### config.mk
export PLATFORM = sky130hd
export DESIGN_NAME = bcd_guess_counter
export DESIGN_NICKNAME = d
export VERILOG_FILES = /design/src/rtl/bcd_pkg.sv /design/src/rtl/button_debounce.sv /design/src/rtl/bcd_guess_counter.sv
export SDC_FILE = /design/constraint.sdc
export NUM_CORES = 1
export LEC_CHECK = 0
export CORE_UTILIZATION = 57
export CTS_BUF_LIST = sky130_fd_sc_hd__clkbuf_8
export CTS_CLUSTER_DIAMETER = 100
export DETAILED_ROUTE_END_ITERATION = 12
export PLACE_DENSITY = 0.82
export SETUP_SLACK_MARGIN = 0.3
export SYNTH_ARGS = -nofsm -noshare
export SYNTH_HDL_FRONTEND = slang
export SYNTH_SLANG_ARGS = --single-unit
export TNS_END_PERCENT = 1
### constraint.sdc
create_clock -name Clock -period 2.94 [get_ports Clock]
set_input_delay 0.588 -clock Clock [delete_from_list [all_inputs] [get_ports Clock]]
set_output_delay 0.588 -clock Clock [all_outputs]
set_load 0.005 [all_outputs]
### src/rtl/bcd_pkg.sv
// ----------------------------------------------------------------------------
// bcd_pkg : BCD digit type, range constants and per-digit step helpers
// Rev 1.0
// ----------------------------------------------------------------------------
`default_nettype none

package bcd_pkg;

   typedef logic [3:0] bcd_digit_t;

   localparam bcd_digit_t BCD_MAX  = 4'd9;
   localparam bcd_digit_t BCD_ZERO = 4'd0;

   typedef struct packed {
      logic       carry;
      bcd_digit_t digit;
   } bcd_step_t;

   function automatic bcd_digit_t bcd_clamp(input bcd_digit_t d);
      return (d > BCD_MAX) ? BCD_MAX : d;
   endfunction

   function automatic bcd_step_t bcd_inc_digit(input bcd_digit_t d, input logic cin);
      bcd_step_t r;
      r.carry = 1'b0;
      r.digit = d;
      if (cin) begin
         if (d >= BCD_MAX) begin
            r.digit = BCD_ZERO;
            r.carry = 1'b1;
         end else begin
            r.digit = d + 4'd1;
         end
      end
      return r;
   endfunction

   function automatic bcd_step_t bcd_dec_digit(input bcd_digit_t d, input logic bin);
      bcd_step_t r;
      r.carry = 1'b0;
      r.digit = d;
      if (bin) begin
         if (d == BCD_ZERO) begin
            r.digit = BCD_MAX;
            r.carry = 1'b1;
         end else begin
            r.digit = d - 4'd1;
         end
      end
      return r;
   endfunction

endpackage

`default_nettype wire

### src/rtl/button_debounce.sv
// ----------------------------------------------------------------------------
// button_debounce : synchronise, debounce and falling-edge detect a button
// Rev 1.0
// ----------------------------------------------------------------------------
`default_nettype none

module button_debounce #(
   parameter int SYNC_STAGES     = 2,
   parameter int DEBOUNCE_CYCLES = 500000
) (
   input  logic Clock,
   input  logic Reset,
   input  logic btn_n,
   output logic press_pulse
);

   localparam int            CW     = $clog2(DEBOUNCE_CYCLES + 1);
   localparam logic [CW-1:0] C_LAST = CW'(DEBOUNCE_CYCLES - 1);

   logic [SYNC_STAGES-1:0] r_sync;
   logic [SYNC_STAGES-1:0] r_primed;
   logic [CW-1:0]          r_cnt;
   logic                   r_state;
   logic                   r_prev;
   logic                   r_armed;
   logic                   r_pulse;
   logic                   w_sync;
   logic                   w_valid;

   assign w_sync      = r_sync[SYNC_STAGES-1];
   assign w_valid     = r_primed[SYNC_STAGES-1];
   assign press_pulse = r_pulse;

   // Presses are ignored until a genuine released level has been seen after
   // reset, so a button held through reset never yields a phantom press.
   always_ff @(posedge Clock or negedge Reset) begin
      if (!Reset) begin
         r_sync   <= '1;
         r_primed <= '0;
         r_cnt    <= '0;
         r_state  <= 1'b1;
         r_prev   <= 1'b1;
         r_armed  <= 1'b0;
         r_pulse  <= 1'b0;
      end else begin
         r_sync   <= {r_sync[SYNC_STAGES-2:0], btn_n};
         r_primed <= {r_primed[SYNC_STAGES-2:0], 1'b1};
         r_prev   <= r_state;
         r_armed  <= r_armed | (w_valid & w_sync & r_state);
         r_pulse  <= r_armed & r_prev & ~r_state;
         if (w_sync != r_state) begin
            if (r_cnt == C_LAST) begin
               r_state <= w_sync;
               r_cnt   <= '0;
            end else begin
               r_cnt <= r_cnt + CW'(1);
            end
         end else begin
            r_cnt <= '0;
         end
      end
   end

endmodule

`default_nettype wire

### src/rtl/bcd_guess_counter.sv
// ----------------------------------------------------------------------------
// bcd_guess_counter : debounced Guess press steps an N-digit BCD up/down count
// Rev 1.0
// ----------------------------------------------------------------------------
`default_nettype none

module bcd_guess_counter
   import bcd_pkg::*;
#(
   parameter int DIGITS          = 2,
   parameter int SYNC_STAGES     = 2,
   parameter int DEBOUNCE_CYCLES = 500000,
   parameter int SATURATE        = 0
) (
   input  logic                  Clock,
   input  logic                  Reset,
   input  logic                  Guess_button,
   input  logic                  Clear,
   input  logic                  Load,
   input  logic [4*DIGITS-1:0]   Load_value,
   input  logic                  Down,
   input  logic [4*DIGITS-1:0]   Limit_value,
   output logic [4*DIGITS-1:0]   Count,
   output logic                  Guess_pulse,
   output logic                  Overflow,
   output logic                  Limit_reached
);

   localparam int W = 4 * DIGITS;

   logic [W-1:0]      r_count;
   logic              r_ovf;
   logic              r_lim;
   logic              w_pulse;
   logic [DIGITS:0]   w_carry;
   logic [DIGITS:0]   w_borrow;
   logic [W-1:0]      w_inc;
   logic [W-1:0]      w_dec;
   logic [W-1:0]      w_load;
   logic [W-1:0]      w_count_nxt;
   logic              w_ovf_nxt;
   logic [DIGITS-1:0] w_lim_eq;

   button_debounce #(
      .SYNC_STAGES     (SYNC_STAGES),
      .DEBOUNCE_CYCLES (DEBOUNCE_CYCLES)
   ) u_debounce (
      .Clock       (Clock),
      .Reset       (Reset),
      .btn_n       (Guess_button),
      .press_pulse (w_pulse)
   );

   assign w_carry[0]  = 1'b1;
   assign w_borrow[0] = 1'b1;

   generate
      for (genvar g = 0; g < DIGITS; g++) begin : g_digit
         bcd_step_t w_up;
         bcd_step_t w_dn;
         assign w_up            = bcd_inc_digit(r_count[4*g +: 4], w_carry[g]);
         assign w_dn            = bcd_dec_digit(r_count[4*g +: 4], w_borrow[g]);
         assign w_inc[4*g +: 4] = w_up.digit;
         assign w_dec[4*g +: 4] = w_dn.digit;
         assign w_carry[g+1]    = w_up.carry;
         assign w_borrow[g+1]   = w_dn.carry;
         assign w_load[4*g +: 4] = bcd_clamp(Load_value[4*g +: 4]);
         // An out-of-range limit digit can never match a valid count digit.
         assign w_lim_eq[g] = (Limit_value[4*g +: 4] <= BCD_MAX) &&
                              (Limit_value[4*g +: 4] == w_count_nxt[4*g +: 4]);
      end
   endgenerate

   // Carry/borrow out of the top digit marks a step off the end of the range.
   always_comb begin
      w_count_nxt = r_count;
      w_ovf_nxt   = 1'b0;
      if (Clear) begin
         w_count_nxt = '0;
      end else if (Load) begin
         w_count_nxt = w_load;
      end else if (w_pulse) begin
         if (Down) begin
            w_ovf_nxt   = w_borrow[DIGITS];
            w_count_nxt = (w_borrow[DIGITS] && (SATURATE != 0)) ? r_count : w_dec;
         end else begin
            w_ovf_nxt   = w_carry[DIGITS];
            w_count_nxt = (w_carry[DIGITS] && (SATURATE != 0)) ? r_count : w_inc;
         end
      end
   end

   always_ff @(posedge Clock or negedge Reset) begin
      if (!Reset) begin
         r_count <= '0;
         r_ovf   <= 1'b0;
         r_lim   <= 1'b0;
      end else begin
         r_count <= w_count_nxt;
         r_ovf   <= w_ovf_nxt;
         r_lim   <= &w_lim_eq;
      end
   end

   assign Count         = r_count;
   assign Guess_pulse   = w_pulse;
   assign Overflow      = r_ovf;
   assign Limit_reached = r_lim;

endmodule

`default_nettype wire

==> results.yml <==
logic_synthesis:
  syn_nets: 297
  ys_warn_count: 0
  synth_cell_types: 63
  synthesis.area_sq_mm: 0.00243
  synth_seq_cells: 37
  seq_area_frac_synth: 0.383
  avgSynthCellArea_sq_um: 9.11
  synthArstFlopShare: 1.00
  synthFlopType: "dfrtp_1"
  synthCells: 267
  synth-edff-count: 0
timing:
  period_share: 0.854
  rsz0062_at_grt: "false"
  setup_viol: 0
  setup_tns_ns: 0
  tightestPinTransition_ns: 0.793
  hold_viol_final: 0
  fin_crit_ns: 2.51
  finalMaxSlewViolations: 0
  slew_headroom: 0.471
  setup_ws_ns: 0.430
  finClkSkew_ns: 0.00753
  clock.fmax_ghz: 0.398
clocking:
  numCtsBuffers: 5
  cts_max_level: 2
  cts_tree: "done"
  clk_latency_ns: 0.29
  root_buffer: "clkbuf_8"
  clockBufferDepth: 2
  clock_sinks: 37
  clkTransAtPathRegs_ns: 0.07
drt:
  drtIter0Drc: 137
  antenna_left: 0
  wl_per_cell_microns: 15.6
  drcViolationCount: 0
  drtPass1Iterations: 4
  via_per_inst: 6.10
  finalWirelength_mm: 5.52
  routed-via-count: 2154
place:
  port_buffers: 32
  dp_slack_ns: 0.171
  gp_congestion: 0.977
  dpl_cell_area_sq_mm: 0.00276
  placedCellCount: 344
  dpl.hpwl_mm: 4.13
die:
  core-area_sq_mm: 0.00406
  design.die.area_sq_mm: 0.00453
  pin_count: 33
  fp.dieH_microns: 67.3
  initial_core_util: 0.599
  num_rows: 23
  die_x_microns: 67.3
worst_setup_path:
  crit_fanout: 9
  r2r_slack_ns: 0.43
  endpoint: "Limit_reached"
  startpoint: "Count[0]"
  reg2regPathDepth: 9
  rr_endpoint: "Limit_reached"
  cp.arrival_ns: 2.71
  end_kind: "register"
  worstPathRequired_ns: 3.14
  path_class: "register to register"
  r2r_start: "Count[0]"
  crit_path_start_kind: "register"
run_status:
  outcome: "finished, final reports clean"
layout:
  fillCellCount: 316
  drive_gt1_frac: 0.109
  design_area_sq_mm: 0.00288
  num_antenna_cells: 0
  finalNetCount: 332
  area_delta_synth_final_pct: 18.5
  multi_input_area_sq_mm: 0.00138
  post-route-util: 0.710
  seq_area_sq_um: 932
  final_cells: 353
hold_path:
  min_path_type: "register to register"
pwr:
  power_density_mw_per_mm2: 375
  p_leak_nw: 1.21
  vdd_ir_drop_max_v: 0.000330
grt:
  grt_pass1_vias: 1976
  grt_first_pass_wirelength_mm: 8.85
  grt_max_degree: 38
  grt_usage: 0.265
  antenna_found_initial: 0
  globalRouteOverflowTotal: 0
job:
  maxCapViolCount: 0
## worst min path at each step
stage | start | slack (ns) | to | cells after the start
finish | u_debounce.r_primed[0] | 0.35 | u_debounce.r_primed[1] | 0
global route | u_debounce.r_primed[0] | 0.36 | u_debounce.r_primed[1] | 0
CTS | u_debounce.r_primed[0] | 0.36 | u_debounce.r_primed[1] | 0
detailed placement | u_debounce.r_primed[0] | 0.34 | u_debounce.r_primed[1] | 0
global placement | u_debounce.r_primed[0] | 0.34 | u_debounce.r_primed[1] | 0
floorplan | Reset | 0.29 | Count[0] | 0
## metal layers
layer	track usage	vias to the layer above	wire (microns)
met5	0	-	0
met4	0.144	0	153
met3	0.0642	17	260
met2	0.445	67	2770
met1	0.311	1033	2340
li1	-	1037	-
## critical path, stage by stage, from the launching register on
cell     delay, ns
dfrtp_2       0.44
inv_1         0.11
ha_4          0.19
or3b_4        0.42
and2_4        0.20
o311a_1       0.32
or3_1         0.37
nand3_1       0.11
nand2_1       0.07
nor4_2        0.19
## logic make-up (layout without fill, tap and decap cells)
group	Yosys count	in the layout	synth area share
simple gates	120	120	0.272
flops	37	37	0.383
mux	1	1	0.00463
compound gates	56	56	0.164
other cells	1	1	0.00154
fa+ha+maj	8	8	0.0412
xor+xnor	19	19	0.0761
buf+inv	25	61	0.0581
## where the power goes
group,switching (W),internal (W)
logic,0.000105,0.000100
registers,0.0000200,0.000523
clock network,0.000173,0.000161
total,0.000297,0.000783
## flip-flops by register name, indices dropped and copies added, names as in the netlist, 2 cells and up
signal               cells
Count                    8
u_debounce.r_cnt        19
u_debounce.r_primed      2
u_debounce.r_sync        2
## cells in the mapped netlist, types with 2 or more instances
library cell | number | area share
nor2_1 | 36 | 0.056
dfrtp_1 | 33 | 0.34
inv_1 | 15 | 0.023
nand2_1 | 15 | 0.023
nand3_1 | 14 | 0.029
a21oi_1 | 10 | 0.021
nor3_1 | 10 | 0.021
xor2_1 | 10 | 0.036
ha_1 | 8 | 0.041
o21ai_0 | 8 | 0.016
xnor2_1 | 8 | 0.029
nor2b_1 | 7 | 0.018
clkbuf_1 | 5 | 0.0077
o211ai_1 | 5 | 0.015
a211oi_1 | 4 | 0.012
a31oi_1 | 4 | 0.010
clkbuf_8 | 4 | 0.023
dfstp_2 | 4 | 0.043
nand4_1 | 4 | 0.010
o31ai_1 | 4 | 0.012
or4_1 | 4 | 0.012
nand2b_1 | 3 | 0.0077
nor3b_1 | 3 | 0.0093
or3_1 | 3 | 0.0077
and2b_2 | 2 | 0.0072
and3_1 | 2 | 0.0051
and3b_1 | 2 | 0.0072
nor4_1 | 2 | 0.0051
nor4bb_1 | 2 | 0.0082
o211a_1 | 2 | 0.0082
o2bb2ai_1 | 2 | 0.0072
## cell type report
class / count / area share
clock inverter: 3 / 0.00478
timing repair buffer: 38 / 0.127
inverter: 15 / 0.0195
multi-input combinational: 205 / 0.480
tap: 50 / 0.0217
clock buffer: 5 / 0.0239
sequential: 37 / 0.323
## cells in the final DEF, fill, tap and decap left out, types with 2 or more instances in the layout
master,Yosys,routed
xor2_1,10,10
a21oi_1,10,10
clkinv_2,0,2
clkdlybuf4s50_1,0,31
and3_1,2,2
clkbuf_8,4,5
nor3_1,10,10
xnor2_1,8,8
nand4_1,4,4
a211oi_1,4,4
o21ai_0,8,8
o211a_1,2,2
and2b_2,2,2
o211ai_1,5,5
nor2_1,36,36
ha_1,8,7
nor3b_2,1,3
or3_1,3,3
a31oi_1,4,4
and3b_1,2,2
nor2b_1,7,7
inv_1,15,16
nand3_1,14,14
dfrtp_1,33,32
o31ai_1,4,4
nand2b_1,3,3
buf_4,0,5
nor4bb_1,2,2
dfstp_2,4,4
nor4_1,2,2
nand2_1,15,15
o2bb2ai_1,2,2
or4_1,4,4
## stage by stage
stage	hold slack (ns)	total power [W]
3_5_place_dp	0.340	0.000747
2_1_floorplan	0.292	0.000663
6_report	0.353	0.00108
3_3_place_gp	0.335	0.000743
5_1_grt	0.365	0.00113
4_1_cts	0.357	0.00109
## repair_timing
| item | 4_1_cts | 5_1_grt |
|---|---|---|
| cloned | 0 | 0 |
| setup buffers | 0 | 1 |
| hold buffers | 0 | 0 |
| resized for setup | 1 | 4 |
| hold endpoints to repair | 0 | 0 |
| setup endpoints to repair | 1 | 1 |
(Power assumes the default switching activity.)
